## config.mk

```make
export PLATFORM = sky130hd
export DESIGN_NAME = pipe_issue_arbiter
export DESIGN_NICKNAME = d
export VERILOG_FILES = /design/src/rtl/pipe_issue_arbiter.sv
export SDC_FILE = /design/constraint.sdc
export NUM_CORES = 1
export LEC_CHECK = 0
export ABC_CLOCK_PERIOD_IN_PS = 1800
export BUFFER_PORTS_ARGS = -buffer_cell sky130_fd_sc_hd__buf_2
export CELL_PAD_IN_SITES_DETAIL_PLACEMENT = 0
export CELL_PAD_IN_SITES_GLOBAL_PLACEMENT = 1
export CORE_MARGIN = 2
export CORE_UTILIZATION = 27
export CTS_CLUSTER_SIZE = 8
export DETAILED_ROUTE_END_ITERATION = 12
export PLACE_DENSITY = 0.87
export SLEW_MARGIN = 15
export SYNTH_ARGS = -nofsm -noshare
export SYNTH_HDL_FRONTEND = slang
export SYNTH_SLANG_ARGS = --single-unit
```

## constraint.sdc

```tcl
create_clock -name clk -period 1.8 [get_ports clk]
set_input_delay 0.27 -clock clk [delete_from_list [all_inputs] [get_ports clk]]
set_output_delay 0.27 -clock clk [all_outputs]
set_load 0.1 [all_outputs]
```

## src/rtl/pipe_issue_arbiter.sv

```systemverilog
// Two-requester round-robin issue arbiter for a fixed-latency pipeline.
// Tracks in-flight ownership with a tag shift register and limits outstanding work per requester.
module pipe_issue_arbiter #(
    parameter int unsigned DW      = 32,
    parameter int unsigned LAT     = 5,
    parameter int unsigned MAX_OUT = 3
) (
    input  logic          clk,
    input  logic          reset,
    input  logic          req0_valid,
    input  logic [DW-1:0] req0_instr,
    output logic          req0_ready,
    input  logic          req1_valid,
    input  logic [DW-1:0] req1_instr,
    output logic          req1_ready,
    input  logic          flush,
    output logic [DW-1:0] pipe_instr,
    output logic          pipe_issue,
    input  logic [DW-1:0] pipe_result,
    output logic          rsp0_valid,
    output logic          rsp1_valid,
    output logic [DW-1:0] rsp_data,
    output logic          busy
);

    localparam int unsigned CW = $clog2(MAX_OUT + 1);

    logic [CW-1:0]  cnt0;
    logic [CW-1:0]  cnt1;
    logic           rr;
    logic           pipe_id;
    logic [LAT-1:0] tag_v;
    logic [LAT-1:0] tag_id;

    logic ret0;
    logic ret1;
    logic elig0;
    logic elig1;
    logic cand0;
    logic cand1;
    logic gnt0;
    logic gnt1;
    logic accept;

    // Retire decode from the last tag stage; an entry retiring frees a slot this same cycle.
    always_comb begin
        ret0   = tag_v[LAT-1] && !tag_id[LAT-1];
        ret1   = tag_v[LAT-1] &&  tag_id[LAT-1];
        elig0  = (cnt0 < CW'(MAX_OUT)) || ((cnt0 == CW'(MAX_OUT)) && ret0);
        elig1  = (cnt1 < CW'(MAX_OUT)) || ((cnt1 == CW'(MAX_OUT)) && ret1);
        cand0  = req0_valid && elig0 && !flush;
        cand1  = req1_valid && elig1 && !flush;
        gnt0   = cand0 && (!cand1 || !rr);
        gnt1   = cand1 && (!cand0 ||  rr);
        accept = gnt0 || gnt1;
    end

    assign req0_ready = gnt0;
    assign req1_ready = gnt1;
    assign rsp0_valid = ret0 && !flush;
    assign rsp1_valid = ret1 && !flush;
    assign rsp_data   = pipe_result;
    assign busy       = (|tag_v) || pipe_issue;

    // Issue register and round-robin pointer; flush leaves rr and pipe_instr alone.
    always_ff @(posedge clk or posedge reset) begin
        if (reset) begin
            pipe_issue <= 1'b0;
            pipe_instr <= '0;
            pipe_id    <= 1'b0;
            rr         <= 1'b0;
        end else begin
            pipe_issue <= accept;
            if (accept) begin
                pipe_instr <= gnt1 ? req1_instr : req0_instr;
                pipe_id    <= gnt1;
                rr         <= gnt0;
            end
        end
    end

    // Tag pipe: entry enters on the cycle pipe_issue is high, reaches the last stage LAT cycles later.
    always_ff @(posedge clk or posedge reset) begin
        if (reset) begin
            tag_v  <= '0;
            tag_id <= '0;
        end else begin
            for (int i = LAT - 1; i > 0; i--) begin
                tag_v[i]  <= tag_v[i-1];
                tag_id[i] <= tag_id[i-1];
            end
            tag_v[0]  <= pipe_issue;
            tag_id[0] <= pipe_id;
            if (flush) begin
                tag_v <= '0;
            end
        end
    end

    // Outstanding counters; accept and retire in the same cycle cancel.
    always_ff @(posedge clk or posedge reset) begin
        if (reset) begin
            cnt0 <= '0;
            cnt1 <= '0;
        end else if (flush) begin
            cnt0 <= '0;
            cnt1 <= '0;
        end else begin
            case ({gnt0, ret0})
                2'b10:   cnt0 <= cnt0 + CW'(1);
                2'b01:   cnt0 <= cnt0 - CW'(1);
                default: cnt0 <= cnt0;
            endcase
            case ({gnt1, ret1})
                2'b10:   cnt1 <= cnt1 + CW'(1);
                2'b01:   cnt1 <= cnt1 - CW'(1);
                default: cnt1 <= cnt1;
            endcase
        end
    end

endmodule

```

==> out/metrics.csv, run 1 <==
stage,metric,value,unit
global_route,grtUsageMet2,20.8,%
critical_path,crit_type,reg -> out,
clock_network,numCtsBuffers,5,
run_status,violations,negative setup slack,
global_route,use_met1,17.8,%
finish,stdcell_count,430,
critical_path,r2r_start,rr$_DFFE_PP0P_,
timing,fin_ws,-151,ps
clock_network,cts_num_sinks,49,
synthesis,synth-seq-cells,49,
synthesis,syn_area_per_cell,11.4,um2
critical_path,cp_max_fo,2,
floorplan,initial_core_util,27.9,%
synthesis,async_flop_share,100,%
synthesis,synthTopCellsByCount,"dfrtp_1 (49), a221o_1 (32), and3_1 (32), buf_4 (32), clkbuf_1 (7)",
floorplan,io_pins,171,
global_route,grt_max_degree,31,
clock_network,clockBufferDepth,2,
place,dpl.hpwl,4630,um
detailed_routing,via_count,2181,
detailed_routing,antenna_left,0,
synthesis,syn_area,2440,um2
timing,tightest_slew,504,ps
place,gp_congestion,0.765,
synthesis,syn-num-nets,316,
synthesis,yosysTopAreaCellShare,50.2,%
floorplan,row_count,34,
floorplan,die_y,99.1,um
min_path,hp-class,in -> reg,
global_route,grt_pass1_wl,10500,um
synthesis,netlist_top_cells_area,"dfrtp_1 (50%), a221o_1 (13%), buf_4 (9.8%)",
timing,post-route-min-period,1950,ps
synthesis,syn_inst,215,
finish,diodes,0,
critical_path,end_kind,primary output,
detailed_routing,drt_wl_total,6920,um
min_path,holdPathEnd,pipe_instr[2]$_DFFE_PP0P_,
synthesis,ys_types,32,
timing,period_share,108,%
place,dp.cells,407,
detailed_routing,wl_per_cell,16.1,um
timing,max_freq,512,MHz
clock_network,cts_tree,yes,
floorplan,die-area,9820,um2
timing,slew_headroom,66.6,%
power_and_ir_drop,power,3.72,mW
min_path,min-delay-start,req0_instr[2],
finish,final_core_util,38.2,%
timing,setup_tns,-461,ps
critical_path,critPathRequiredTime,1530,ps
timing,skew,7.27,ps
global_route,grtUsageTotal,13.6,%
job,cap_violations,0,
critical_path,start_kind,flop,
detailed_routing,viasPerCell,5.07,
clock_network,worst_setup_hold_path_clk_slew,90,ps
global_route,gr-usage-met3,3.51,%
power_and_ir_drop,leakage,1.77,nW
floorplan,die_w,99.1,um
min_path,hold_depth,2,
finish,nets,422,
synthesis,ys_seq_area_share,50.2,%
global_route,first_global_vias,2061,
synthesis,yosysMostFrequentCell,dfrtp_1,
critical_path,arrival,1680,ps
critical_path,crit_chain,or3b_4 -> a21o_1 -> and2_4 -> buf_6 -> buf_12,
synthesis,synth-edff-count,0,
power_and_ir_drop,p_per_area,1110,nW/um2
clock_network,htreeDepth,2,
detailed_routing,drc,0,
critical_path,slowest_stage,dfrtp_1,
run_status,status,"complete, but fails checks",
timing,setup_viol,12,
timing,finalHoldViolCount,0,
critical_path,r2r_end,pipe_instr[16]$_DFFE_PP0P_,
timing,slew_violations,0,
critical_path,r2r_setup_slack,-30,ps
critical_path,worst_r2r_path_depth,6,
global_route,antenna_found_initial,0,
finish,final_layout_size_suffix_gt1_share,50.9,%
synthesis,synth_area_leader_cell,dfrtp_1,
place,place.port_buffers,106,
synthesis,yosysWarningCount,0,
clock_network,clk_latency,300,ps
critical_path,cp.buffers_inverters,2,
detailed_routing,firstDrtPassIters,4,
detailed_routing,drtIter0Drc,70,
clock_network,cts_root_buf,clkbuf_8,
global_route,grt.overflow.total,0,
power_and_ir_drop,ir_drop,0.000514,V
floorplan,coreArea,8760,um2
critical_path,max_stage_delay,390,ps
global_route,grt_busiest_layer,met2,
finish,areaGrowthSynthToFinish,36.9,%
timing,rsz0062_at_grt,true,
critical_path,crit_family,simple AND/OR/NAND/NOR gates,
synthesis,ys.flop_type,dfrtp_1,
per-stage QoR:
stage / area (um2) / hold slack [ps] / setup WS [ps]
2_1_floorplan: 2470 / 331 / -74.6
3_3_place_gp: 3040 / 296 / 15.6
3_5_place_dp: 3040 / 304 / -27.0
4_1_cts: 3260 / 178 / -173
5_1_grt: 3340 / 179 / -214
6_report: 3340 / 188 / -151
final cells by class:
| type | count | area, um2 |
|---|---|---|
| multi-input combinational | 116 | 926 |
| tap | 108 | 135 |
| inverter | 4 | 15.0 |
| clock inverter | 1 | 30.0 |
| clock buffer | 7 | 86.3 |
| sequential | 49 | 1230 |
| fill | 857 | 5420 |
| timing repair buffer | 145 | 926 |
what timing repair did:
action | in CTS | in global routing
hold buffers | 1 | 0
setup endpoints to repair | 25 | 37
gates cloned | 0 | 0
buffers inserted | 9 | 5
endpoints found under the hold margin | 19 | 0
gates resized for setup | 7 | 14
pin swaps | 3 | 4
layout by cell type (no fill, tap or decap), types with 3 or more instances in the layout:
| cell | instances |
|---|---|
| buf_2 | 101 |
| dfrtp_1 | 49 |
| and3_1 | 32 |
| a221o_1 | 32 |
| buf_4 | 32 |
| clkbuf_8 | 6 |
| nor2b_1 | 5 |
| a21oi_1 | 4 |
| buf_6 | 4 |
| buf_12 | 4 |
| and2_4 | 3 |
| inv_1 | 3 |
| nor2_1 | 3 |
| nand2_1 | 3 |
| buf_8 | 3 |
worst reg2reg max path: stages (launching register included):
cell     delay (ps)
dfrtp_1         390
or3b_4          380
a21o_1          170
and2_4          160
buf_6           120
buf_4           170
a221o_1         340
report_power, final:
group	total [mW]	switching [mW]	internal [mW]	leakage, nW
registers	1.32	0.0763	1.25	0.610
logic	1.57	1.18	0.390	1.10
clock network	0.825	0.371	0.454	0.0585
sequential cells by signal, summed over array words and instances (netlist names):
| register | count |
|---|---|
| tag_v | 5 |
| cnt0 | 2 |
| tag_id | 5 |
| rr | 1 |
| pipe_issue | 1 |
| pipe_instr | 32 |
| pipe_id | 1 |
| cnt1 | 2 |
logic make-up after synthesis:
kind of cell           after synthesis  share of synthesized area, %
AND/OR/NAND/NOR                     63                          16.0
buffers and inverters               50                          14.0
AO/OA/AOI/OAI                       49                          18.4
flip-flops                          49                          50.2
XOR/XNOR                             4                          1.43
how the worst max path moves through the flow:
stage | cells past startpoint | endpoint | start
floorplan | 6 | pipe_instr[19]$_DFFE_PP0P_ | rr$_DFFE_PP0P_
global placement | 5 | pipe_instr[18]$_DFFE_PP0P_ | rr$_DFFE_PP0P_
detailed placement | 5 | pipe_instr[17]$_DFFE_PP0P_ | rr$_DFFE_PP0P_
CTS | 5 | req0_ready | tag_id[4]$_DFF_PP0_
global route | 6 | req0_ready | cnt1[0]$_DFFE_PP0P_
finish | 5 | req1_ready | rr$_DFFE_PP0P_
per-layer routing:
layer	up-vias	share of wire, %
met5	-	0
met4	0	3.0
met3	38	7.5
met2	106	46
met1	1058	43
li1	979	-
No activity file was read; power rests on OpenSTA's default activity.
==> run 2: changes to the inputs <==
--- a/config.mk
+++ b/config.mk
@@ -9,7 +9,6 @@
 export BUFFER_PORTS_ARGS = -buffer_cell sky130_fd_sc_hd__buf_2
 export CELL_PAD_IN_SITES_DETAIL_PLACEMENT = 0
 export CELL_PAD_IN_SITES_GLOBAL_PLACEMENT = 1
-export CORE_MARGIN = 2
 export CORE_UTILIZATION = 27
 export CTS_CLUSTER_SIZE = 8
 export DETAILED_ROUTE_END_ITERATION = 12
==> run 2 against run 1 <==
  * The run still ends with negative setup slack left
  * Combinational power is essentially flat
  * Clock-buffer cell count shrank 2
  * Clock skew decreased by 3.7 ps
  * Routed wire length up 0.87%
  * Highest routed layer unchanged
  * Global-route usage increased by 1.7 points
==> out/metrics.csv, run 2 (synthesis gave the netlist of run 1 again) <==
stage,metric,value,unit,change
global_route,grt_pass1_wl,11500,um,+9.3%
critical_path,end_kind,primary output,,
floorplan,coreArea,8720,um2,-0.49%
critical_path,crit_chain,or3b_4 -> a21o_1 -> and2_4 -> buf_12 -> buf_12,,
clock_network,cts_num_sinks,49,,unchanged
critical_path,arrival,1730,ps,+50 ps
critical_path,cp.buffers_inverters,2,,unchanged
finish,areaGrowthSynthToFinish,37.9,%,
clock_network,worst_setup_hold_path_clk_slew,100,ps,about the same
detailed_routing,via_count,2134,,-2.2%
place,place_area,3080,um2,+1.2%
clock_network,numCtsBuffers,5,,unchanged
critical_path,critPathRequiredTime,1530,ps,about the same
clock_network,htreeDepth,2,,unchanged
finish,largest-register,pipe_instr,,
timing,tightest_slew,546,ps,+42.0 ps
timing,post-route-min-period,2000,ps,+47.1 ps
place,dpl.hpwl,4750,um,+2.7%
clock_network,clockBufferDepth,2,,unchanged
power_and_ir_drop,power.internal,1.93,mW,-7.7%
critical_path,start_kind,flop,,
place,dp_worst_setup_slack,-40.0,ps,-12.9 ps
floorplan,initial_core_util,28.0,%,+0.14 points
finish,diodes,0,,unchanged
power_and_ir_drop,p_per_area,1070,nW/um2,-4.0%
critical_path,path_common_cell,buf_12,,
floorplan,die_y,97.1,um,-2.0%
critical_path,cp_max_fo,2,,unchanged
finish,final_area,3370,um2,+0.67%
clock_network,cts_root_buf,clkbuf_8,,
place,gp_congestion,0.873,,+14%
finish,nets,421,,-0.24%
run_status,status,"complete, but fails checks",,
detailed_routing,viasPerCell,4.97,,-1.9%
timing,fin_ws,-198,ps,-47.1 ps
clock_network,clk_latency,300,ps,about the same
finish,mostFrequentLayoutCells,"buf_2 (102), dfrtp_1 (49), and3_1 (32), a221o_1 (32), buf_4 (29)",,
critical_path,slowest_stage,dfrtp_1,,
timing,slew_violations,0,,unchanged
timing,setup_viol,34,,+22
min_path,hp-class,in -> reg,,
floorplan,die-area,9430,um2,-4.0%
place,place.port_buffers,106,,unchanged
critical_path,crit_type,reg -> out,,
critical_path,max_stage_delay,400,ps,about the same
global_route,grt.overflow.total,0,,unchanged
global_route,first_global_vias,2258,,+9.6%
detailed_routing,drt_wl_total,6980,um,+0.87%
finish,final_layout_size_suffix_gt1_share,50.8,%,-0.15 points
floorplan,io_pins,171,,unchanged
job,cap_violations,0,,unchanged
timing,max_freq,500,MHz,-2.4%
finish,top_regs,"pipe_instr x32, tag_id x5, tag_v x5",,
finish,fillCellCount,851,,-0.70%
power_and_ir_drop,ir_drop,0.000652,V,+27%
detailed_routing,antenna_left,0,,unchanged
run_status,violations,negative setup slack,,
critical_path,crit_family,simple AND/OR/NAND/NOR gates,,
global_route,grtUsageTotal,15.3,%,+1.7 points
global_route,antenna_found_initial,0,,unchanged
power_and_ir_drop,power.share.switching,46.4,%,+2.6 points
power_and_ir_drop,net-switching-power,1.67,mW,+2.4%
floorplan,row_count,34,,unchanged
detailed_routing,firstDrtPassIters,4,,unchanged
timing,period_share,111,%,+2.6 points
timing,skew,3.57,ps,-3.70 ps
finish,largest_reg_flops,32,,unchanged
floorplan,die_w,97.1,um,-2.0%
power_and_ir_drop,pwr-share-seq,36.8,%,+1.2 points
power_and_ir_drop,combPwrFrac,43.8,%,+1.6 points
power_and_ir_drop,leakage,1.77,nW,+0.12%
timing,rsz0062_at_grt,true,,
power_and_ir_drop,power_frac_clock,19.4,%,-2.8 points
detailed_routing,drc,0,,unchanged
timing,slew_headroom,63.8,%,-2.8 points
timing,finalHoldViolCount,0,,unchanged
global_route,grt_max_degree,34,,+9.7%
detailed_routing,drtIter0Drc,62,,-11%
detailed_routing,wl_per_cell,16.3,um,+1.1%
finish,final_common_cell,buf_2,,
clock_network,cts_tree,yes,,
==> run 2: cell types whose count changed in the layout (fill, tap and decap cells not counted), moves of 2 or more <==
| cell | previous run | this run |
|---|---|---|
| buf_6 | 4 | 1 |
| buf_12 | 4 | 6 |
| clkinvlp_4 | 0 | 2 |
| buf_4 | 32 | 29 |
| bufbuf_16 | 0 | 2 |
==> run 2: cell type report <==
cell class | instances | area [um2] | area share (%)
Clock buffer | 5 | 68.8 | 2.04
Clock inverter | 3 | 26.3 | 0.780
Inverter | 4 | 15.0 | 0.446
Multi-Input combinational cell | 116 | 923 | 27.4
Sequential cell | 49 | 1230 | 36.4
Tap cell | 108 | 135 | 4.01
Timing Repair Buffer | 144 | 972 | 28.9
==> run 2: final timing paths <==
path	from	endpoint	slack, ps	depth (start not counted)
worst max-delay path	rr$_DFFE_PP0P_	req1_ready	-200	5
worst min-delay path	req0_instr[25]	pipe_instr[25]$_DFFE_PP0P_	190	2
worst max register to register	rr$_DFFE_PP0P_	pipe_instr[28]$_DFFE_PP0P_	-180	6
worst min register to register	tag_id[1]$_DFF_PP0_	tag_id[2]$_DFF_PP0_	360	0
max in group asynchronous	reset	pipe_instr[14]$_DFFE_PP0P_	770	4
min in group asynchronous	reset	pipe_instr[20]$_DFFE_PP0P_	510	3
==> run 2: what timing repair did <==
action	in CTS	in global routing
pin swaps	3	0
hold buffers	1	0
cloned	2	0
gates resized for setup	8	4
buffers inserted	9	1
hold endpoints to repair	19	0
endpoints found under the setup margin	34	35
==> run 2: layer usage <==
| layer | vias to the layer above | share of wire, % | GRT usage, % |
|---|---|---|---|
| met5 | - | 0 | 0 |
| met4 | 0 | 1.8 | 5.51 |
| met3 | 14 | 5.0 | 3.17 |
| met2 | 86 | 49 | 25.5 |
| met1 | 1054 | 44 | 19.6 |
| li1 | 980 | - | - |
==> run 2: metrics by stage <==
| step | TNS [ps] | power, mW | utilization [%] | std cells | hold WS [ps] |
|---|---|---|---|---|---|
| after floorplan | -1080 | 2.85 | - | 215 | 331 |
| after global placement | -96.7 | 2.85 | 35.3 | 408 | 310 |
| after detailed placement | -423 | 2.86 | 35.3 | 408 | 324 |
| after CTS | -3730 | 3.63 | 38.4 | 428 | 171 |
| after global routing | -5930 | 3.76 | 38.6 | 429 | 174 |
| final | -4030 | 3.60 | 38.6 | 429 | 186 |
==> run 2: power by group through the flow <==
stage | registers [mW] | logic [mW] | clock network, mW
CTS | 1.32 | 1.58 | 0.732
global route | 1.34 | 1.64 | 0.772
global placement | 1.34 | 1.51 | 0
floorplan | 2.18 | 0.667 | 0
detailed placement | 1.34 | 1.53 | 0
finish | 1.32 | 1.58 | 0.698
==> run 3: changes to the inputs <==
==> constraint.sdc (replaced) <==
create_clock -name clk -period 1.8 [get_ports clk]
set_input_delay 0.09 -clock clk [delete_from_list [all_inputs] [get_ports clk]]
set_output_delay 0.09 -clock clk [all_outputs]
set_load 0.1 [all_outputs]
==> run 3 against run 2 <==
  * The flow still finishes with violations (negative setup slack)
  * Clock skew is 4.1 ps higher
  * Critical path depth is 1 higher
  * Global-route usage is 0.39 points lower
  * Final area is 3.6% higher
==> out/metrics.csv, run 3 (synthesis gave the netlist of run 1 again) <==
stage,metric,value,unit,change
finish,final_common_cell,buf_2,,
clock_network,clk_latency,300,ps,about the same
global_route,grt.overflow.total,0,,unchanged
min_path,hold_depth,2,,unchanged
timing,max_freq,537,MHz,+7.3%
run_status,status,"complete, but fails checks",,
clock_network,cts_root_buf,clkbuf_8,,
place,dp_worst_setup_slack,3.80,ps,+43.8 ps
finish,final_area,3490,um2,+3.6%
timing,period_share,103,%,-7.5 points
floorplan,die_w,97.1,um,unchanged
finish,top_regs,"pipe_instr x32, tag_id x5, tag_v x5",,
timing,tightest_slew,502,ps,-44.4 ps
power_and_ir_drop,p_per_area,1080,nW/um2,+1.1%
detailed_routing,drt_wl_total,7060,um,+1.1%
place,place_area,3000,um2,-2.6%
place,dpl.hpwl,4250,um,-10%
floorplan,io_pins,171,,unchanged
critical_path,max_stage_delay,400,ps,about the same
finish,areaGrowthSynthToFinish,42.8,%,
critical_path,crit_chain,or3b_4 -> a21o_1 -> and2_4 -> buf_12 -> buf_12 -> a221o_1,,
global_route,grtUsageTotal,14.9,%,-0.39 points
place,place.port_buffers,106,,unchanged
detailed_routing,drc,0,,unchanged
power_and_ir_drop,leakage,1.82,nW,+2.5%
timing,finalHoldViolCount,0,,unchanged
global_route,grt_pass1_wl,11200,um,-2.8%
critical_path,crit_family,simple AND/OR/NAND/NOR gates,,
timing,slew_headroom,66.8,%,+2.9 points
timing,whs,8.74,ps,-177 ps
timing,post-route-min-period,1860,ps,-136 ps
finish,largest-register,pipe_instr,,
clock_network,cts_tree,yes,,
timing,slew_violations,0,,unchanged
detailed_routing,viasPerCell,4.96,,-0.36%
critical_path,r2r_end,pipe_instr[8]$_DFFE_PP0P_,,
critical_path,cp.buffers_inverters,2,,unchanged
min_path,holdPathEnd,pipe_instr[22]$_DFFE_PP0P_,,
place,gp_congestion,0.775,,-11%
critical_path,start_kind,flop,,
finish,mostFrequentLayoutCells,"buf_2 (104), dfrtp_1 (49), and3_1 (32), a221o_1 (32), buf_4 (20)",,
clock_network,clockBufferDepth,2,,unchanged
critical_path,r2r_setup_slack,-60,ps,+120 ps
detailed_routing,firstDrtPassIters,4,,unchanged
finish,final_core_util,40.0,%,+1.4 points
run_status,violations,negative setup slack,,
clock_network,numCtsBuffers,5,,unchanged
timing,skew,7.63,ps,+4.07 ps
critical_path,cp_max_fo,9,,+7
critical_path,crit_type,reg -> reg,,
timing,rsz0062_at_grt,true,,
finish,largest_reg_flops,32,,unchanged
floorplan,coreArea,8720,um2,unchanged
floorplan,die-area,9430,um2,unchanged
timing,fin_ws,-62.5,ps,+136 ps
power_and_ir_drop,power,3.77,mW,+4.7%
floorplan,die_y,97.1,um,unchanged
critical_path,path_common_cell,buf_12,,
global_route,first_global_vias,2262,,+0.18%
detailed_routing,drtIter0Drc,82,,+32%
clock_network,cts_num_sinks,49,,unchanged
min_path,hp-class,in -> reg,,
floorplan,initial_core_util,28.0,%,unchanged
critical_path,path_depth,6,,+1
global_route,grt_max_degree,50,,+47%
finish,final_layout_size_suffix_gt1_share,47.3,%,-3.5 points
job,cap_violations,0,,unchanged
min_path,min-delay-start,req0_instr[22],,
critical_path,critPathRequiredTime,1980,ps,+450 ps
finish,diodes,0,,unchanged
floorplan,row_count,34,,unchanged
detailed_routing,wl_per_cell,16.1,um,-0.96%
finish,nets,430,,+2.1%
clock_network,htreeDepth,2,,unchanged
critical_path,end_kind,flop,,
clock_network,worst_setup_hold_path_clk_slew,100,ps,about the same
detailed_routing,antenna_left,0,,unchanged
detailed_routing,via_count,2171,,+1.7%
power_and_ir_drop,ir_drop,0.000476,V,-27%
global_route,antenna_found_initial,0,,unchanged
critical_path,slowest_stage,dfrtp_1,,
critical_path,worst_r2r_path_depth,6,,unchanged
critical_path,r2r_start,rr$_DFFE_PP0P_,,
timing,setup_viol,17,,-50%
critical_path,arrival,2050,ps,+320 ps
[run 3: changes by cell type in the layout (fill, tap and decap cells not counted), sizes merged]
cell and change:
clkinvlp -1, buf -3, inv -1, dlygate4sd3 +15, bufinv +1, bufbuf -2
[run 3: how the worst max path moves through the flow]
stage | startpoint | end | slack, ps
detailed placement | rr$_DFFE_PP0P_ | pipe_instr[20]$_DFFE_PP0P_ | 4
global route | cnt1[1]$_DFFE_PP0P_ | req1_ready | -90
floorplan | rr$_DFFE_PP0P_ | pipe_instr[19]$_DFFE_PP0P_ | -80
global placement | rr$_DFFE_PP0P_ | pipe_instr[18]$_DFFE_PP0P_ | 40
finish | rr$_DFFE_PP0P_ | pipe_instr[8]$_DFFE_PP0P_ | -60
CTS | cnt1[0]$_DFFE_PP0P_ | req1_ready | -40
[run 3: per-stage QoR]
stage / TNS [ps] / std cells
final: -677 / 438
after global placement: 0 / 399
after detailed placement: 0 / 399
after global routing: -1260 / 438
after floorplan: -749 / 215
after CTS: -184 / 434
[run 3: worst register-to-register path, delay by kind of cell (launching register included)]
kind	cells	cell delay, ps
AND/OR/NAND/NOR	2	570
AO/OA/AOI/OAI	2	500
flip-flops	1	400
buffers and inverters	2	270
[run 3: cell type report]
cell class	instances	area (um2)
fill	854	5230
tap	108	135
sequential	49	1230
clock buffer	6	82.6
clock inverter	2	37.5
timing repair buffer	153	1080
inverter	4	15.0
multi-input combinational	116	907
[run 3: repair_timing]
action | CTS | global route
resized for setup | 10 | 2
hold buffers | 15 | 1
setup buffers | 10 | 3
pin swaps | 8 | 4
gates cloned | 2 | 0
endpoints found under the setup margin | 8 | 34
hold endpoints to repair | 59 | 1
[run 3: power by group]
group	internal, mW	switching (mW)
clock network	0.452	0.387
logic	0.418	1.18
registers	1.25	0.0777
total	2.12	1.65
[run 3: per-layer routing]
layer | routed length (um) | GRT usage [%]
met1 | 3040 | 18.2
met2 | 3530 | 25.6
met5 | 0 | 0
met3 | 363 | 3.24
met4 | 131 | 5.86
